File: src/rtl/reservoir_pkg.sv
// reservoir_pkg: shared constants and types for the 16-neuron spiking
// reservoir (reservoir_crossbar and reservoir_neuron).
//
// Contents:
//   N            number of neurons
//   CONN_OFFSET  recurrent sources of neuron j are (j - offset) mod N
//   THRESH       firing threshold on the saturated membrane sum
//   EXT_WEIGHT   current added by an active external excitation line
//   VW           membrane potential width (unsigned)
//   vmem_t       membrane potential type
//   current_t    synaptic current type (range 0..5)
package reservoir_pkg;

    localparam int N          = 16;
    localparam int NUM_CONN   = 3;
    localparam int CONN_OFFSET [NUM_CONN] = '{1, 2, 4};
    localparam int VW         = 6;
    localparam int THRESH     = 8;
    localparam int EXT_WEIGHT = 2;
    localparam int CUR_W      = 3;

    typedef logic [VW-1:0]    vmem_t;
    typedef logic [CUR_W-1:0] current_t;

endpackage

File: src/rtl/reservoir_neuron.sv
// reservoir_neuron: one integrate-and-fire neuron.
//
// Ports:
//   clock    rising-edge clock
//   reset    synchronous, active-high; clears membrane and spike
//   write    integrate enable; when low the membrane holds and spike drops
//   current  synaptic current for this cycle (0..5)
//   fire     combinational: this neuron fires on the coming edge
//   spike    registered one-cycle spike pulse
//   v        registered membrane potential
//
// Optional feature macro: RESERVOIR_LEAK_EN -- on a write cycle with zero
// current the membrane decays by one toward zero.
module reservoir_neuron
    import reservoir_pkg::*;
(
    input  logic     clock,
    input  logic     reset,
    input  logic     write,
    input  current_t current,
    output logic     fire,
    output logic     spike,
    output vmem_t    v
);

    localparam logic [VW:0] VMAX = {1'b0, {VW{1'b1}}};

    vmem_t       v_q, v_d;
    logic        spike_q, spike_d;
    logic [VW:0] sum;
    logic [VW:0] sum_sat;

    always_comb begin
        sum     = {1'b0, v_q} + {{(VW + 1 - CUR_W){1'b0}}, current};
        sum_sat = (sum > VMAX) ? VMAX : sum;
        fire    = write && (sum_sat >= (VW + 1)'(THRESH));

        v_d     = v_q;
        spike_d = 1'b0;
        if (write) begin
            if (fire) begin
                v_d     = '0;
                spike_d = 1'b1;
            end else begin
`ifdef RESERVOIR_LEAK_EN
                // No input this cycle: decay toward rest, never below zero.
                if (current == '0 && v_q != '0) begin
                    v_d = v_q - vmem_t'(1);
                end else begin
                    v_d = sum_sat[VW-1:0];
                end
`else
                v_d = sum_sat[VW-1:0];
`endif
            end
        end
    end

    always_ff @(posedge clock) begin
        if (reset) begin
            v_q     <= '0;
            spike_q <= 1'b0;
        end else begin
            v_q     <= v_d;
            spike_q <= spike_d;
        end
    end

    assign spike = spike_q;
    assign v     = v_q;

endmodule

File: src/rtl/reservoir_crossbar.sv
// reservoir_crossbar: 16-neuron spiking reservoir with a fixed recurrent
// crossbar. Neuron j integrates spikes from neurons (j-1), (j-2), (j-4)
// mod 16 plus EXT_WEIGHT when Ein_ext[j % 8] is set.
//
// Ports:
//   clock         rising-edge clock
//   reset         synchronous, active-high
//   Ein_ext       [0:7] external excitation, bit 0 is the MSB
//   spikes_in     [0:15] presynaptic spikes, neuron i = bit i
//   write         integrate enable; when low state holds, outputs pulse low
//   flush_weight  registered pulse: some neuron fired on the last edge
//   spike_record  [0:15] registered spikes, neuron j = bit j
//   E_reg         [0:15] registered per-neuron external excitation
//
// Optional feature macro: RESERVOIR_LEAK_EN (membrane leak, in reservoir_neuron).
module reservoir_crossbar
    import reservoir_pkg::*;
#(
    parameter int Spike_neurons = 15,
    parameter int External_Ein  = 7,
    parameter int E_reg_width   = 15
)
(
    input  logic                   clock,
    input  logic                   reset,
    input  logic [0:External_Ein]  Ein_ext,
    input  logic [0:15]            spikes_in,
    input  logic                   write,
    output logic                   flush_weight,
    output logic [0:Spike_neurons] spike_record,
    output logic [0:E_reg_width]   E_reg
);

    logic [0:N-1]         fire_vec;
    logic [0:E_reg_width] e_reg_q, e_reg_d;
    logic                 flush_q, flush_d;

    for (genvar j = 0; j < N; j++) begin : g_neuron
        localparam int SRC0 = (j + N - CONN_OFFSET[0]) % N;
        localparam int SRC1 = (j + N - CONN_OFFSET[1]) % N;
        localparam int SRC2 = (j + N - CONN_OFFSET[2]) % N;
        localparam int EIDX = j % (External_Ein + 1);

        current_t cur;
        vmem_t    v_mem;

        always_comb begin
            cur = current_t'(spikes_in[SRC0])
                + current_t'(spikes_in[SRC1])
                + current_t'(spikes_in[SRC2])
                + (Ein_ext[EIDX] ? current_t'(EXT_WEIGHT) : current_t'(0));
        end

        reservoir_neuron u_neuron (
            .clock   (clock),
            .reset   (reset),
            .write   (write),
            .current (cur),
            .fire    (fire_vec[j]),
            .spike   (spike_record[j]),
            .v       (v_mem)
        );

        // A neuron resets on reaching threshold, so the stored membrane
        // must always sit below it.
        a_below_thresh : assert property (@(posedge clock) v_mem < vmem_t'(THRESH));

        assign e_reg_d[j] = write ? Ein_ext[EIDX] : e_reg_q[j];
    end

    // fire_vec is already gated by write, so a hold cycle yields no pulse.
    assign flush_d = |fire_vec;

    always_ff @(posedge clock) begin
        if (reset) begin
            e_reg_q <= '0;
            flush_q <= 1'b0;
        end else begin
            e_reg_q <= e_reg_d;
            flush_q <= flush_d;
        end
    end

    assign E_reg        = e_reg_q;
    assign flush_weight = flush_q;

endmodule

File: config.mk
export PLATFORM = sky130hd
export DESIGN_NAME = reservoir_crossbar
export DESIGN_NICKNAME = d
export VERILOG_FILES = /design/src/rtl/reservoir_pkg.sv /design/src/rtl/reservoir_neuron.sv /design/src/rtl/reservoir_crossbar.sv
export SDC_FILE = /design/constraint.sdc
export NUM_CORES = 1
export LEC_CHECK = 0
export ABC_AREA = 1
export CORE_MARGIN = 8
export CORE_UTILIZATION = 40
export DETAILED_ROUTE_END_ITERATION = 8
export GPL_ROUTABILITY_DRIVEN = 0
export GPL_TIMING_DRIVEN = 0
export SYNTH_ARGS = -nofsm -noshare
export SYNTH_HDL_FRONTEND = slang
export SYNTH_SLANG_ARGS = --single-unit
export TNS_END_PERCENT = 100
File: constraint.sdc
create_clock -name clock -period 7 [get_ports clock]
set_input_delay 1.4 -clock clock [delete_from_list [all_inputs] [get_ports clock]]
set_output_delay 1.4 -clock clock [all_outputs]
set_load 0.02 [all_outputs]
## Yosys cells after proc, flatten, opt, wreduce, memory -nomap -nowiden

Cells that the tools add are included.

| operators by class | value |
|---|---|
| $add $sub $neg | 64 |
| magnitude comparators | 32 |
| muxes and demuxes | 56 |
| bitwise operators | 1 |
| reduce and logical (&&, ||, !) cells | 18 |

Operators by type and width:

| kind | count |
|---|---|
| 6-bit by 3-bit adder with 7-bit output | 16 |
| 7-bit by 4-bit greater-or-equal comparator with 1-bit output, second input constant | 16 |
| 7-bit by 6-bit greater-than comparator with 1-bit output, second input constant | 16 |
| 7-bit 2-to-1 mux | 16 |
| 6-bit 2-to-1 mux | 16 |
| 2-bit by 1-bit adder with 3-bit output | 16 |
| 1-bit by 1-bit adder with 2-bit output | 16 |
| 3-bit by 2-bit adder with 3-bit output | 8 |
| 3-bit adder | 8 |
| 1-bit logical AND | 16 |
| 1-bit 2-to-1 mux | 16 |
| 2-bit 2-to-1 mux | 8 |
| 16-bit OR reduction | 1 |
| 2-bit OR reduction | 1 |
| 1-bit NOT | 1 |

| storage, ports and cells | value |
|---|---|
| flip-flop bits (word level) | 129 |
| input port bits | 27 |
| output and inout port bits | 33 |
| word-level logic and storage cells | 205 |

## Logic depth before layout (Yosys ltp)

| logic depth | value |
|---|---|
| depth after elaboration | 9 |
| gate-level depth with buffers | 18 |
| depth with buffers taken out | 18 |

## Modules after synthesis

A second synthesis with hierarchy kept.

| unflattened totals | value |
|---|---|
| cells, all modules | 1,172 |
| area total of the unflattened synthesis | 8,376.8 um^2 |

Modules (own cells, without submodules):

| module | instances | cells each | area an instance (um^2) |
|---|---|---|---|
| reservoir_neuron at g_neuron[0].u_neuron ... | 15 | 64 | 449.2 |
| reservoir_crossbar | 1 | 139 | 1,153.6 |
| reservoir_neuron at g_neuron[9].u_neuron | 1 | 73 | 485.5 |

## Worst setup path after synthesis

OpenSTA, ideal clock, no wires.

| timing | value |
|---|---|
| kind | input -> register |
| from | input spikes_in[3] (netlist name) |
| to | register flush_q (netlist: flush_weight) |
| arrival time | 3.419 ns |
| required time | 6.872 ns |
| slack | 3.453 ns |
| cell stages on the path | 18 |
| cells stage by stage | fa_1 -> ha_1 -> inv_1 -> fa_1 -> inv_1 -> nand2_1 -> nand2_1 -> nand2_1 -> nand2_1 -> nand2_1 -> nor2_1 -> nand2_1 -> nand2_2 -> nand2_1 -> nor2_1 -> nand2_1 -> nor2_1 -> nor2_1 |

| between the ends | value |
|---|---|
| longest elaborated chain between the ends | 9 |

RTL lines:

| what | RTL line | source |
|---|---|---|
| from (decl) | reservoir_crossbar.sv:27 | `input logic [0:15] spikes_in,` |
| 1-bit by 1-bit adder with 2-bit output | reservoir_crossbar.sv:49 | `+ current_t'(spikes_in[SRC1])` |
| 2-bit by 1-bit adder with 3-bit output | reservoir_crossbar.sv:50 | `+ current_t'(spikes_in[SRC2])` |
| 3-bit adder | reservoir_crossbar.sv:51 | `+ (Ein_ext[EIDX] ? current_t'(EXT_WEIGHT) : current_t'(0));` |
| 6-bit by 3-bit adder with 7-bit output | reservoir_neuron.sv:34 | `sum = {1'b0, v_q} + {{(VW + 1 - CUR_W){1'b0}}, current};` |
| 7-bit by 6-bit greater-than comparator with 1-bit output | reservoir_neuron.sv:35 | `sum_sat = (sum > VMAX) ? VMAX : sum;` |
| 7-bit 2-to-1 mux | reservoir_neuron.sv:35 |  |
| 7-bit by 4-bit greater-or-equal comparator with 1-bit output | reservoir_neuron.sv:36 | `fire = write && (sum_sat >= (VW + 1)'(THRESH));` |
| 1-bit logical AND | reservoir_neuron.sv:36 |  |
| 16-bit OR reduction (*) | reservoir_crossbar.sv:72 | `assign flush_d = \|fire_vec;` |
| to (signal assigned) | reservoir_crossbar.sv:80 | `flush_q <= flush_d;` |
| to (decl) | reservoir_crossbar.sv:36 | `logic flush_q, flush_d;` |

Every way passes the cells marked *; elsewhere a longest branch is shown, timed or not.
A chain may end at the register's enable or synchronous reset.

## Final worst setup path

| timing | value |
|---|---|
| from | input spikes_in[4] (netlist name) |
| to | register flush_q (netlist: flush_weight) |

The elaborated chain is that of the path after synthesis.

==> summary by stage <==
Finish
The number of flip-flops in the largest register is 96. For this run, the share of the core covered by cells in the final layout is 0.486. In the final layout, the share of cells above drive strength 1 is 0.0721. In the layout the commonest cells are 298 x sky130_fd_sc_hd__nand2_1, 156 x sky130_fd_sc_hd__nor2_1, 121 x sky130_fd_sc_hd__dfxtp_1. Excluding fillers, the count of instances in the completed layout stands at around 1400.

Relative to the synthesized area, the layout overhead comes to 19.5%. The net total in the final layout is approximately 1200. The number of antenna diodes is 0.

The most common cell after layout, fill and taps aside is sky130_fd_sc_hd__nand2_1.

Pwr
The power after layout is approximately 2.2 mW. Dividing total power by cell area gives a power density of around 240 nW/um^2. The analysis attributes to cell leakage a power of 4.36 nW.

Across the VDD grid, the largest voltage drop is 0.000183 V.

STA
The total setup violations reported at the end of the flow is 0. The final number of hold-violating endpoints came to 0. The final critical delay including setup and external delays is between 4 and 5 ns. The maximum frequency from static timing analysis is between 200 and 250 MHz. The number of pins with negative max-slew slack in the final report is 0. The smallest setup slack after layout is between 2 and 3 ns. Setup repair after global routing left no endpoint under its margin. The sum of negative setup slack is 0 ns. The worst pin sits at a relative slew slack of 0.434. The actual transition at the worst max-transition pin is about 0.85 ns.

The worst-case clock skew is around 0.0060 ns. The final cycle utilization of the critical path is 0.600.

Worst setup path
The worst register-to-register path begins at g_neuron[13].u_neuron.v[0]. STA classifies the critical path endpoint as a flip-flop. The most numerous cell on the critical path is sky130_fd_sc_hd__nand2_1.

The slack of the worst reg-to-reg path is around 4.3 ns. The critical path required time is between 7 and 8 ns. For this design, the slowest cell found on the critical path is sky130_fd_sc_hd__clkdlybuf4s50_1. The largest single stage delay on the critical path is around 0.57 ns. For the worst flop-to-flop path, the logic depth is 17. The highest net fanout along the worst path is 3. The critical path is of the input port to flip-flop type.

Traced cell by cell, the critical path runs through clkdlybuf4s50_1 > fa_1 > ha_1 > inv_1 > fa_1 > o21ai_2 > nand2_1 > nand2_1 > nand3_1 > o21ai_2 > nand2_1 > nor2_1 > nand2_1 > nor2_1 > nor2_1. The data arrival at the endpoint of the critical path is roughly 4.5 ns. The kind of start point of the critical path is an input port. In this run the worst setup path begins at spikes_in[4].

Min path
The worst hold path startpoint is g_neuron[14].u_neuron.v[4]. The hold-critical path depth is 2. In this run the worst hold path is classified as flip-flop to flip-flop.

Placement
At the placement stage, the worst setup path has a slack of roughly 2.4 ns. The total half-perimeter wirelength after legalization and detailed placement is approximately 15000 um. The count of port buffers added during placement is 57. The placed instance count is about 1300.

GRT
The total global routing track utilization is 0.175. The maximum number of pins on one net before global-route repair is 17. The initial antenna violation count is 0. The global-route wire length before repair is ~33000 um. Global routing finished with a remaining overflow of 0. The number of global-route vias before repair came to 6458.

Route
After detailed routing, no signal wire sits above met4. In the routed layout, each cell is associated on average with a via count of 4.85. The wire length on met3 is 890 um.

For this block, the initial DRC count from the detailed router was ~350. For this run, the detailed router's first-pass iteration total came to 5. The total number of vias is about 6700. In this run the remaining antenna-violating nets after routing total 0.

Detailed routing placed a total of between 9000 and 10000 um of wire on met2. After detailed routing, the total wire length is 19800 um. The detailed router put a total of 9380 um of wire on met1.

The final routed DRC violation total is 0. After detailed routing, the average wire length per cell comes to around 14 um.

Floorplanning
Row generation in the floorplan step produced 50 rows. Pin placement for this block handled 60 I/O pins. For this configuration, the core starts out at a cell density of 0.407.

The die is around 150 um tall. The width of the die is approximately 150 um. The die area is between 20000 and 25000 sq um. The floorplan step defined a core boundary enclosing 18600 sq um.

Synthesis
The post-synthesis instance total is between 1000 and 1500. The share of synthesized area in the top cell type comes to 0.320. Synthesis produced a netlist with a net count of 1171. After synthesis, the largest family of logic cells by area is simple AND/OR/NAND/NOR gates.

The xor/xnor cell area share of the yosys netlist is 0.0220. In this run, distinct cell masters in the synthesized netlist total 34. Yosys mapped a number of flops with a built-in enable equal to 0.

In the synthesized netlist the dominant register cell turns out to be sky130_fd_sc_hd__dfxtp_1. Of the total synthesized cell area, the portion taken by AND, OR, NAND and NOR gates is 0.301. Of the synthesized area, sequential elements account for 0.320. The synthesized area per cell is 7.23 sq um. The Yosys step of the flow raised 0 warnings. The share of async-settable or async-resettable flops after synthesis is 0. The compound-gate portion of the synthesized area was 0.0710. Of all cell types, the one taking the most synthesized area is sky130_fd_sc_hd__dfxtp_1.

The cell area after synthesis is around 7600 sq um. The adder-cell share of the synthesized area is 0.190. Measured against the total synthesized area, the mux share comes to 0. The synthesized flop and latch total is about 120. By area the synthesized netlist is led by sky130_fd_sc_hd__dfxtp_1 32%, sky130_fd_sc_hd__nand2_1 15%, sky130_fd_sc_hd__ha_1 11%.

Clock network
The number of setup buffers added after CTS is 0. The TritonCTS sink count is about 120. TritonCTS built the clock tree. The later pin in the worst-skew pair is clocked with a latency of roughly 0.41 ns.

The H-tree level count is 4. The clock tree buffer depth is 2. Counting the buffers created by CTS gives 17. Post-CTS repair changed the size of 0 cells. The register clock-pin slew on the reported worst setup and hold paths is 0.05 ns. The total of hold buffers inserted after clock tree synthesis is 0. The root buffer cell chosen for the clock tree is sky130_fd_sc_hd__clkbuf_16.

Run status
The flow ran to the end, and the final reports show no timing, DRC or antenna violations.

Job
The number of max-cap violations is 0.
-- final timing paths --
path,to
worst max-delay path,flush_weight
worst min-delay path,g_neuron[14].u_neuron.v[4]
worst max register to register,flush_weight
worst min register to register,g_neuron[14].u_neuron.v[4]
-- stage by stage --
step	instance area [sq um]	hold slack, ns
floorplan	7580	0.429
global placement	8440	0.442
detailed placement	8440	0.446
CTS	9060	0.456
global route	9060	0.471
finish	9060	0.450
-- cell families (layout without fill, tap and decap cells) --
kind of cell,count (synthesis),count (layout)
AOI/OAI and AO/OA,85,85
xor gates and xnor gates,19,19
adders and majority gates,96,96
buffers and inverters,165,254
DFF,121,121
and+or+nand+nor,562,562
-- critical path: cells and delay by family --
kind / cells / cell delay, ns
AND/OR/NAND/NOR: 8 / 0.79
AO/OA/AOI/OAI: 2 / 0.40
adder cells (fa/ha/maj): 3 / 1.24
buffers and inverters: 2 / 0.63
-- cell usage after synthesis (2+ instances only) --
master / instances
sky130_fd_sc_hd__fa_1: 32
sky130_fd_sc_hd__nand2_2: 7
sky130_fd_sc_hd__nand2_1: 298
sky130_fd_sc_hd__xor2_1: 13
sky130_fd_sc_hd__nand3_1: 66
sky130_fd_sc_hd__inv_1: 114
sky130_fd_sc_hd__clkbuf_1: 11
sky130_fd_sc_hd__nand3b_1: 3
sky130_fd_sc_hd__o22ai_1: 19
sky130_fd_sc_hd__dfxtp_1: 121
sky130_fd_sc_hd__nor2_1: 156
sky130_fd_sc_hd__o21ai_0: 12
sky130_fd_sc_hd__buf_2: 11
sky130_fd_sc_hd__a21oi_1: 29
sky130_fd_sc_hd__buf_4: 24
sky130_fd_sc_hd__inv_2: 2
sky130_fd_sc_hd__o21ai_2: 4
sky130_fd_sc_hd__a211oi_1: 8
sky130_fd_sc_hd__nand4_1: 5
sky130_fd_sc_hd__a21o_1: 3
sky130_fd_sc_hd__ha_1: 64
sky130_fd_sc_hd__xnor2_1: 6
sky130_fd_sc_hd__or2_1: 7
sky130_fd_sc_hd__nor3_1: 18
sky130_fd_sc_hd__a311oi_1: 6
-- power breakdown --
part	leakage [nW]	internal [mW]	switching (mW)	total, mW
sequential	0.988	0.736	0.0273	0.763
combinational	3.07	0.225	0.304	0.529
clock	0.305	0.611	0.309	0.920
total	4.36	1.57	0.640	2.21
-- routing by layer --
layer	track usage	vias to the layer above
met1	0.221	3019
li1	-	3449
met2	0.291	162
met3	0.0409	26
met4	0.0541	0
met5	0	-
-- layout make-up --
class,instances,area [sq um]
plain buffers,48,292
flip-flops and latches,121,2420
inverters,117,439
well taps,234,293
clock inverters,9,145
fillers,1869,9590
repair buffers,57,571
multi-input cells,762,4430
clock buffers,23,468
(Power assumes the default switching activity.)
